File: src/rtl/gpu_pkg.sv
// Shared GPU types and screen geometry used by the
// rasterizer, framebuffer and scanout stages.
package gpu_pkg;

    localparam int XW    = 10;
    localparam int YW    = 9;
    localparam int H_RES = 640;
    localparam int V_RES = 480;

    typedef enum logic {
        IDLE = 1'b0,
        DRAW = 1'b1
    } state_t;

    typedef logic [7:0] color_t;

endpackage

File: src/rtl/line_raster.sv
// Bresenham line rasterizer driving the framebuffer
// write port one pixel per cycle, clipped to the screen.
module line_raster
    import gpu_pkg::*;
(
    input  logic          clk,
    input  logic          rst,
    input  logic          start,
    input  logic [XW-1:0] x0,
    input  logic [YW-1:0] y0,
    input  logic [XW-1:0] x1,
    input  logic [YW-1:0] y1,
    input  color_t        color,
    input  logic          hold,
    output logic          busy,
    output logic          done,
    output logic          fb_we,
    output logic [XW-1:0] fb_px,
    output logic [YW-1:0] fb_py,
    output color_t        fb_color
);

    localparam logic [XW-1:0] H_LIM = XW'(H_RES);
    localparam logic [YW-1:0] V_LIM = YW'(V_RES);

    state_t                r_state;
    state_t                w_state_nxt;
    logic [XW-1:0]         r_px;
    logic [YW-1:0]         r_py;
    logic [XW-1:0]         r_x1;
    logic [YW-1:0]         r_y1;
    logic [XW-1:0]         r_dx;
    logic [YW-1:0]         r_dym;
    logic                  r_sx;
    logic                  r_sy;
    logic signed [XW+2:0]  r_err;
    color_t                r_color;

    logic                  w_step;
    logic                  w_at_end;
    logic signed [XW+3:0]  w_e2w;
    logic signed [XW+3:0]  w_e2;
    logic signed [XW+3:0]  w_dx_w;
    logic signed [XW+3:0]  w_dy_w;
    logic signed [XW+2:0]  w_dx_n;
    logic signed [XW+2:0]  w_dy_n;
    logic signed [XW+2:0]  w_err_nxt;
    logic [XW-1:0]         w_px_nxt;
    logic [YW-1:0]         w_py_nxt;
    logic [XW-1:0]         w_adx;
    logic [YW-1:0]         w_ady;

    always_ff @(posedge clk or posedge rst) begin
        if (rst) r_state <= IDLE;
        else     r_state <= w_state_nxt;
    end

    always_comb begin
        w_state_nxt = r_state;
        w_at_end    = (r_px == r_x1) && (r_py == r_y1);
        w_step      = (r_state == DRAW) && !hold;
        unique case (r_state)
            IDLE: if (start) w_state_nxt = DRAW;
            DRAW: if (w_step && w_at_end) w_state_nxt = IDLE;
            default: w_state_nxt = IDLE;
        endcase
        busy  = (r_state == DRAW);
        done  = w_step && w_at_end;
        fb_we = w_step && (r_px < H_LIM) && (r_py < V_LIM);
    end

    // e2 is compared in one extra bit so the doubling never overflows
    always_comb begin
        w_e2w     = {r_err[XW+2], r_err};
        w_e2      = w_e2w <<< 1;
        w_dx_w    = $signed({4'b0, r_dx});
        w_dy_w    = -$signed({5'b0, r_dym});
        w_dx_n    = $signed({3'b0, r_dx});
        w_dy_n    = -$signed({4'b0, r_dym});
        w_err_nxt = r_err;
        w_px_nxt  = r_px;
        w_py_nxt  = r_py;
        if (w_e2 >= w_dy_w) begin
            w_err_nxt = w_err_nxt + w_dy_n;
            w_px_nxt  = r_sx ? r_px + XW'(1) : r_px - XW'(1);
        end
        if (w_e2 <= w_dx_w) begin
            w_err_nxt = w_err_nxt + w_dx_n;
            w_py_nxt  = r_sy ? r_py + YW'(1) : r_py - YW'(1);
        end
        w_adx = (x1 > x0) ? x1 - x0 : x0 - x1;
        w_ady = (y1 > y0) ? y1 - y0 : y0 - y1;
    end

    always_ff @(posedge clk or posedge rst) begin
        if (rst) begin
            r_px    <= '0;
            r_py    <= '0;
            r_x1    <= '0;
            r_y1    <= '0;
            r_dx    <= '0;
            r_dym   <= '0;
            r_sx    <= 1'b0;
            r_sy    <= 1'b0;
            r_err   <= '0;
            r_color <= '0;
        end else if (r_state == IDLE) begin
            if (start) begin
                r_px    <= x0;
                r_py    <= y0;
                r_x1    <= x1;
                r_y1    <= y1;
                r_dx    <= w_adx;
                r_dym   <= w_ady;
                r_sx    <= (x0 < x1);
                r_sy    <= (y0 < y1);
                r_err   <= $signed({3'b0, w_adx}) - $signed({4'b0, w_ady});
                r_color <= color;
            end
        end else if (w_step && !w_at_end) begin
            r_px  <= w_px_nxt;
            r_py  <= w_py_nxt;
            r_err <= w_err_nxt;
        end
    end

    assign fb_px    = r_px;
    assign fb_py    = r_py;
    assign fb_color = r_color;

endmodule

File: config.mk
export PLATFORM = sky130hd
export DESIGN_NAME = line_raster
export DESIGN_NICKNAME = d
export VERILOG_FILES = /design/src/rtl/gpu_pkg.sv /design/src/rtl/line_raster.sv
export SDC_FILE = /design/constraint.sdc
export NUM_CORES = 1
export LEC_CHECK = 0
export CORE_MARGIN = 2
export CORE_UTILIZATION = 38
export CTS_BUF_LIST = sky130_fd_sc_hd__clkbuf_4 sky130_fd_sc_hd__clkbuf_8
export CTS_CLUSTER_SIZE = 10
export DETAILED_ROUTE_END_ITERATION = 7
export HOLD_SLACK_MARGIN = 0.1
export PLACE_DENSITY_LB_ADDON = 0.08
export SYNTH_ARGS = -nofsm -noshare
export SYNTH_HDL_FRONTEND = slang
export SYNTH_SLANG_ARGS = --single-unit
File: constraint.sdc
create_clock -name clk -period 5.7 [get_ports clk]
set_clock_uncertainty 0.05 [all_clocks]
set_input_delay 1.14 -clock clk [delete_from_list [all_inputs] [get_ports clk]]
set_output_delay 1.14 -clock clk [all_outputs]
set_load 0.01 [all_outputs]
# ---- Word level (Yosys, flattened, before mapping)
# Index checks and enable logic that the tools add are counted.
dict set report word_totals {
  regBits 81
  out_inout_bits 30
  in_bits 50
  wordCells 71
}
dict set report classes {
  bitwise_logic 1
  add_sub_neg 13
  order_cmp 8
  mux 20
  reduce_logical 13
  eq_ne 5
}
# operator count
set op_table {}
lappend op_table {{$mux W13} 5}
lappend op_table {{$mux W10} 6}
lappend op_table {{$mux W9} 6}
lappend op_table {{$sub A10 B10 Y10} 2}
lappend op_table {{$sub A9 B9 Y9} 2}
lappend op_table {{$ge A14 B14 Y1} 1}
lappend op_table {{$le A14 B11 Y1} 1}
lappend op_table {{$neg A9 Y14} 1}
lappend op_table {{$add A13 B11 Y13} 1}
lappend op_table {{$add A13 B13 Y13} 1}
lappend op_table {{$neg A9 Y13} 1}
lappend op_table {{$sub A10 B9 Y11} 1}
lappend op_table {{$add A10 B1 Y10 const B} 1}
lappend op_table {{$eq A10 B10 Y1} 1}
lappend op_table {{$gt A10 B10 Y1} 1}
lappend op_table {{$lt A10 B10 Y1} 1}
lappend op_table {{$lt A10 B10 Y1 const B} 1}
lappend op_table {{$sub A10 B1 Y10 const B} 1}
lappend op_table {{$add A9 B1 Y9 const B} 1}
lappend op_table {{$eq A9 B9 Y1} 1}
lappend op_table {{$gt A9 B9 Y1} 1}
lappend op_table {{$lt A9 B9 Y1} 1}
lappend op_table {{$lt A9 B9 Y1 const B} 1}
lappend op_table {{$sub A9 B1 Y9 const B} 1}
lappend op_table {{9 further kinds} 20}

# ---- Longest topological paths before layout
dict set report depth {
  depth_word 7
  ltp_mapped 25
  depth_no_buf 24
}

# ---- Worst setup path before layout
# No wires, ideal clock.
dict set report synth_path {
  kind {flip-flop to flip-flop}
  startpoint {reg r_dym[2]}
  endpoint {reg r_err[11]}
  t_required_ns 5.562
  arrival_ns 4.911
  path_buffers 1
  period_less_slack_ns 5.049
  setup_ns 0.088
  path_slack_ns 0.651
  stages_incl_launch_ff 23
  cell_sequence {dfrtp_1 -> nor4_1 -> nand2_1 -> nor3_1 -> xnor2_1 -> ha_1 -> nand4_1 -> nor4_1 -> a211oi_2 -> o32ai_4 -> clkbuf_1 -> mux2i_1 -> inv_1 -> ha_1 -> a21o_1 -> a41oi_1 -> o21ai_0 -> nor3_1 -> o31ai_1 -> a21oi_1 -> or3_1 -> or3_1 -> a41oi_1}
}
dict set report synth_between {
  elab_chain_len 7
}
# item line
set synth_lines {}
lappend synth_lines {{start: declaration} line_raster.sv:33} ;# logic [YW-1:0] r_dym;
lappend synth_lines {{start signal: assignment} line_raster.sv:114} ;# r_dym <= w_ady;
lappend synth_lines {{$neg A9 Y13 or $neg A9 Y14 (tied branches)} {line_raster.sv:79, line_raster.sv:77}}
lappend synth_lines {{$add A13 B13 Y13 or $ge A14 B14 Y1 (tied branches)} {line_raster.sv:84, line_raster.sv:83}}
lappend synth_lines {{$mux W13 (*)} line_raster.sv:83} ;# if (w_e2 >= w_dy_w) begin
lappend synth_lines {{$add A13 B11 Y13} line_raster.sv:88} ;# w_err_nxt = w_err_nxt + w_dx_n;
lappend synth_lines {{$mux W13 (*)} line_raster.sv:87} ;# if (w_e2 <= w_dx_w) begin
lappend synth_lines {{$mux W13 (*)} line_raster.sv:120} ;# end else if (w_step && !w_at_end) begin
lappend synth_lines {{$mux W13 (*)} line_raster.sv:107} ;# end else if (r_state == IDLE) begin
lappend synth_lines {{end signal: assignment} line_raster.sv:117} ;# r_err <= $signed({3'b0, w_adx}) - $signed({4'b0, w_ady});
lappend synth_lines {{end signal: assignment} line_raster.sv:123} ;# r_err <= w_err_nxt;
lappend synth_lines {{end: declaration} line_raster.sv:36} ;# logic signed [XW+2:0] r_err;
# Mark *: on every way between the ends. The rest lies on a longest branch, timed or not. The select of a mux whose other input is x is not followed.
# A chain may end at the register's enable or synchronous reset.

# ---- Worst setup path in the final report
dict set report layout_path {
  startpoint {reg r_dym[1]}
  endpoint {reg r_err[11]}
}
# Same word-level chain as after synthesis.

==> results.md <==
- EDFF count, synth: 0
- Layout area overhead: 21.5%
- Total GRT Usage: 21.4%
- Post-layout min period: 5.41 ns
- Mean post-synth cell area: 8.16 sq um
- Final instance area: 9770 sq um
- Total power: 0.00445 W
- Final ANT Viol Nets: 0
- Clk buf depth: 2
- Fillers: 2120
- Most frequent cells in the layout: nand2_1 (117), ha_1 (103), inv_1 (97)
- Register area: 2030 sq um
- H-tree depth: 3
- Type of origin of the critical path: flip-flop
- Most common cell after layout, fill and taps aside: nand2_1
- Clk pin slew, worst setup/hold paths: 0.10 ns
- Hpwl dp: 18600 um
- Synthesis-stage register bit count: 81
- Final hold vios: 0
- Buffer and inverter count on the worst path: 5
- Core region area: 20900 sq um
- Vias in the first global route: 6895
- GRT met2 Usage: 34.9%
- Die area: 22300 sq um
- Tcrit/Tclk final: 94.9%
- Hold Slack: 0.439 ns
- Lkg Pwr: 4.55 nW
- Row Count: 53
- Drt first pass iters: 4
- # IOs: 80
- Die span in x: 149 um
- M3 GR Usage: 2.44%
- I/O Buffers: 79
- CP Cell Sequence: inv_1 > ha_1 > nand2_1 > buf_4 > xnor2_1 > ha_1 > nand4_1 > nor4_1 > buf_4 > a211oi_2 > o32ai_4 > buf_4 > o21ai_0 > o21a_1 > ha_1 > inv_1 > o21ai_0 > nor3_1 > o31ai_1 > a21oi_1 > or3_1 > or3_1 > a41oi_1
- Hold Crit Class: flip-flop to flip-flop
- Initial antenna violation count: 0
- Via count: 7168
- DRC: 0
- WP data required: 5.94 ns
- Actual slew at the worst max-slew pin: 1.04 ns
- Synth Warn #: 0
- Setup_tns: 0 ns
- MaxCap Viol Count: 0
- Area of the multi-input gates: 5560 sq um
- Num CTS Buffers: 9
- Endpoints failing setup: 0
- Gate count of the mapped netlist: 985
- CTS tree: done
- Net count reported at finish: 1263
- Sequential fraction of the synthesis area: 25.2%
- Grt total ovfl: 0
- Synth cell types: 73
- Worst skew pair latency: 0.38 ns
- Antenna fix cells: 0
- Primary FF master, synth: dfrtp_1
- Root buf cell: clkbuf_8
- Status: finished clean
- Setup ws final: 0.289 ns
- CP endpoint kind: flip-flop
- Pre-CTS setup slack: -0.0202 ns
- Critical-path cell with the highest stage delay: dfrtp_1
- Placed cell area: 9480 sq um
- Clk sinks: 81
- Fmax: 0.185 GHz
- Met1 GRT Util: 30.4%
- Most Crowded Layer GR: met2
- Die Height: 149 um
- Starting Density: 38.5%
- GP Congestion: 0.863
- WP data arrival: 5.65 ns
- Power per cell area: 456 nW/um^2
- Avg WL per Cell: 16.8 um
- Via-to-Cell Ratio: 5.19
- First-pass GRT wire length: 37300 um
- Fraction of registers with async set/reset: 100%
- Worst vdd ir: 0.185 mV
- Starting DRT DRC Count: 283
- Slew Limit Fails: 0
- Crit Path Class: flip-flop to flip-flop
- Crit path max fanout: 9
- DRT Wirelength: 23200 um
- Rel. slew slack: 30.7%
- Largest net degree at the start of global routing: 70
- Crit-path leading delay family: compound AO/OA/AOI/OAI gates
- Syn Nets: 1147
- Layout cells sized above 1: 10.2%
- RSZ-0062 raised after global routing: no
- Synthesized area: 8040 sq um
- Max incr delay on CP: 0.39 ns
==> sequential cells by signal, summed over array words and instances (netlist names) <==
name and cells:
r_err 13, fb_px 10, r_dx 10, r_x1 10, fb_py 9, r_dym 9, r_y1 9, fb_color 8
busy 1, r_sx 1, r_sy 1
==> through the flow <==
stage	std cells	util, %
final	1381	46.8
after global routing	1381	46.8
after CTS	1380	46.6
after detailed placement	1364	45.4
after global placement	1364	45.4
after floorplan	985	-
==> cell type report <==
cell class | instances | share of cell area, %
Clock buffer | 10 | 1.35
Clock inverter | 6 | 1.19
Inverter | 99 | 3.82
Multi-Input combinational cell | 775 | 57.0
Sequential cell | 81 | 20.8
Tap cell | 275 | 3.52
Timing Repair Buffer | 135 | 12.4
==> Yosys cell counts, types with 3 or more instances <==
master / n / area, sq um
nand2_1: 118 / 443
ha_1: 103 / 1290
inv_1: 98 / 368
o21ai_0: 91 / 455
dfrtp_1: 81 / 2030
nor2_1: 71 / 267
a21oi_1: 62 / 310
xnor2_1: 55 / 482
mux2i_1: 31 / 310
clkbuf_1: 25 / 93.8
nand4_1: 18 / 113
a21o_1: 15 / 113
nor3_1: 14 / 70.1
nand3_1: 13 / 65.1
xor2_1: 13 / 114
nor2b_1: 12 / 75.1
o21a_1: 12 / 90.1
fa_1: 9 / 180
nor4_1: 9 / 56.3
o31ai_1: 9 / 67.6
a211oi_1: 8 / 60.1
a31oi_1: 8 / 50.1
mux2_2: 8 / 90.1
nand2b_1: 8 / 50.1
o211ai_1: 8 / 60.1
or3_1: 6 / 37.5
o21bai_1: 5 / 37.5
and2_1: 4 / 25.0
and3_1: 4 / 25.0
a21boi_0: 3 / 22.5
a221oi_1: 3 / 26.3
a311oi_1: 3 / 26.3
a31o_2: 3 / 26.3
buf_2: 3 / 15.0
o22ai_1: 3 / 18.8
o31a_1: 3 / 26.3
==> path summary, 6_finish.rpt <==
| path | from | to | cells past startpoint | slack (ns) |
|---|---|---|---|---|
| worst max-delay path | r_dym[1] | r_err[11] | 23 | 0.29 |
| worst min-delay path | fb_color[5] | fb_color[5] | 2 | 0.44 |
| worst max register to register | r_dym[1] | r_err[11] | 23 | 0.29 |
| worst min register to register | fb_color[5] | fb_color[5] | 2 | 0.44 |
| max in group asynchronous | rst | fb_px[3] | 3 | 3.40 |
| min in group asynchronous | rst | fb_color[5] | 2 | 1.09 |
==> what timing repair did <==
item,CTS,global route
resized for setup,0,6
setup endpoints to repair,0,2
hold buffers,0,0
setup buffers,0,1
==> kinds of logic (layout without fill, tap and decap cells) <==
group,Yosys count,in the layout,share of synthesized area (%)
and+or+nand+nor,295,295,17.4
AOI/OAI and AO/OA,260,260,20.4
buffers and inverters,129,250,6.07
adders and majority gates,112,112,18.3
DFF,81,81,25.2
xor gates and xnor gates,69,69,7.61
muxes,39,39,4.98
==> worst min-delay path, cell delays in order (launching register included) <==
cell	delay [ns]
dfrtp_1	0.36
nand2_1	0.05
nand2_1	0.05
==> power breakdown <==
group          switching [W]  leakage [nW]  internal [W]
combinational        0.00148          3.44       0.00142
sequential          0.000278         0.989      0.000742
clock               0.000233         0.124      0.000298
total                0.00199          4.55       0.00246
==> routing by layer <==
metal / vias up / wire length [um]
li1: 3683 / -
met1: 3352 / 11600
met2: 116 / 10600
met3: 17 / 688
met4: 0 / 320
met5: - / 0
(Power assumes the default switching activity.)
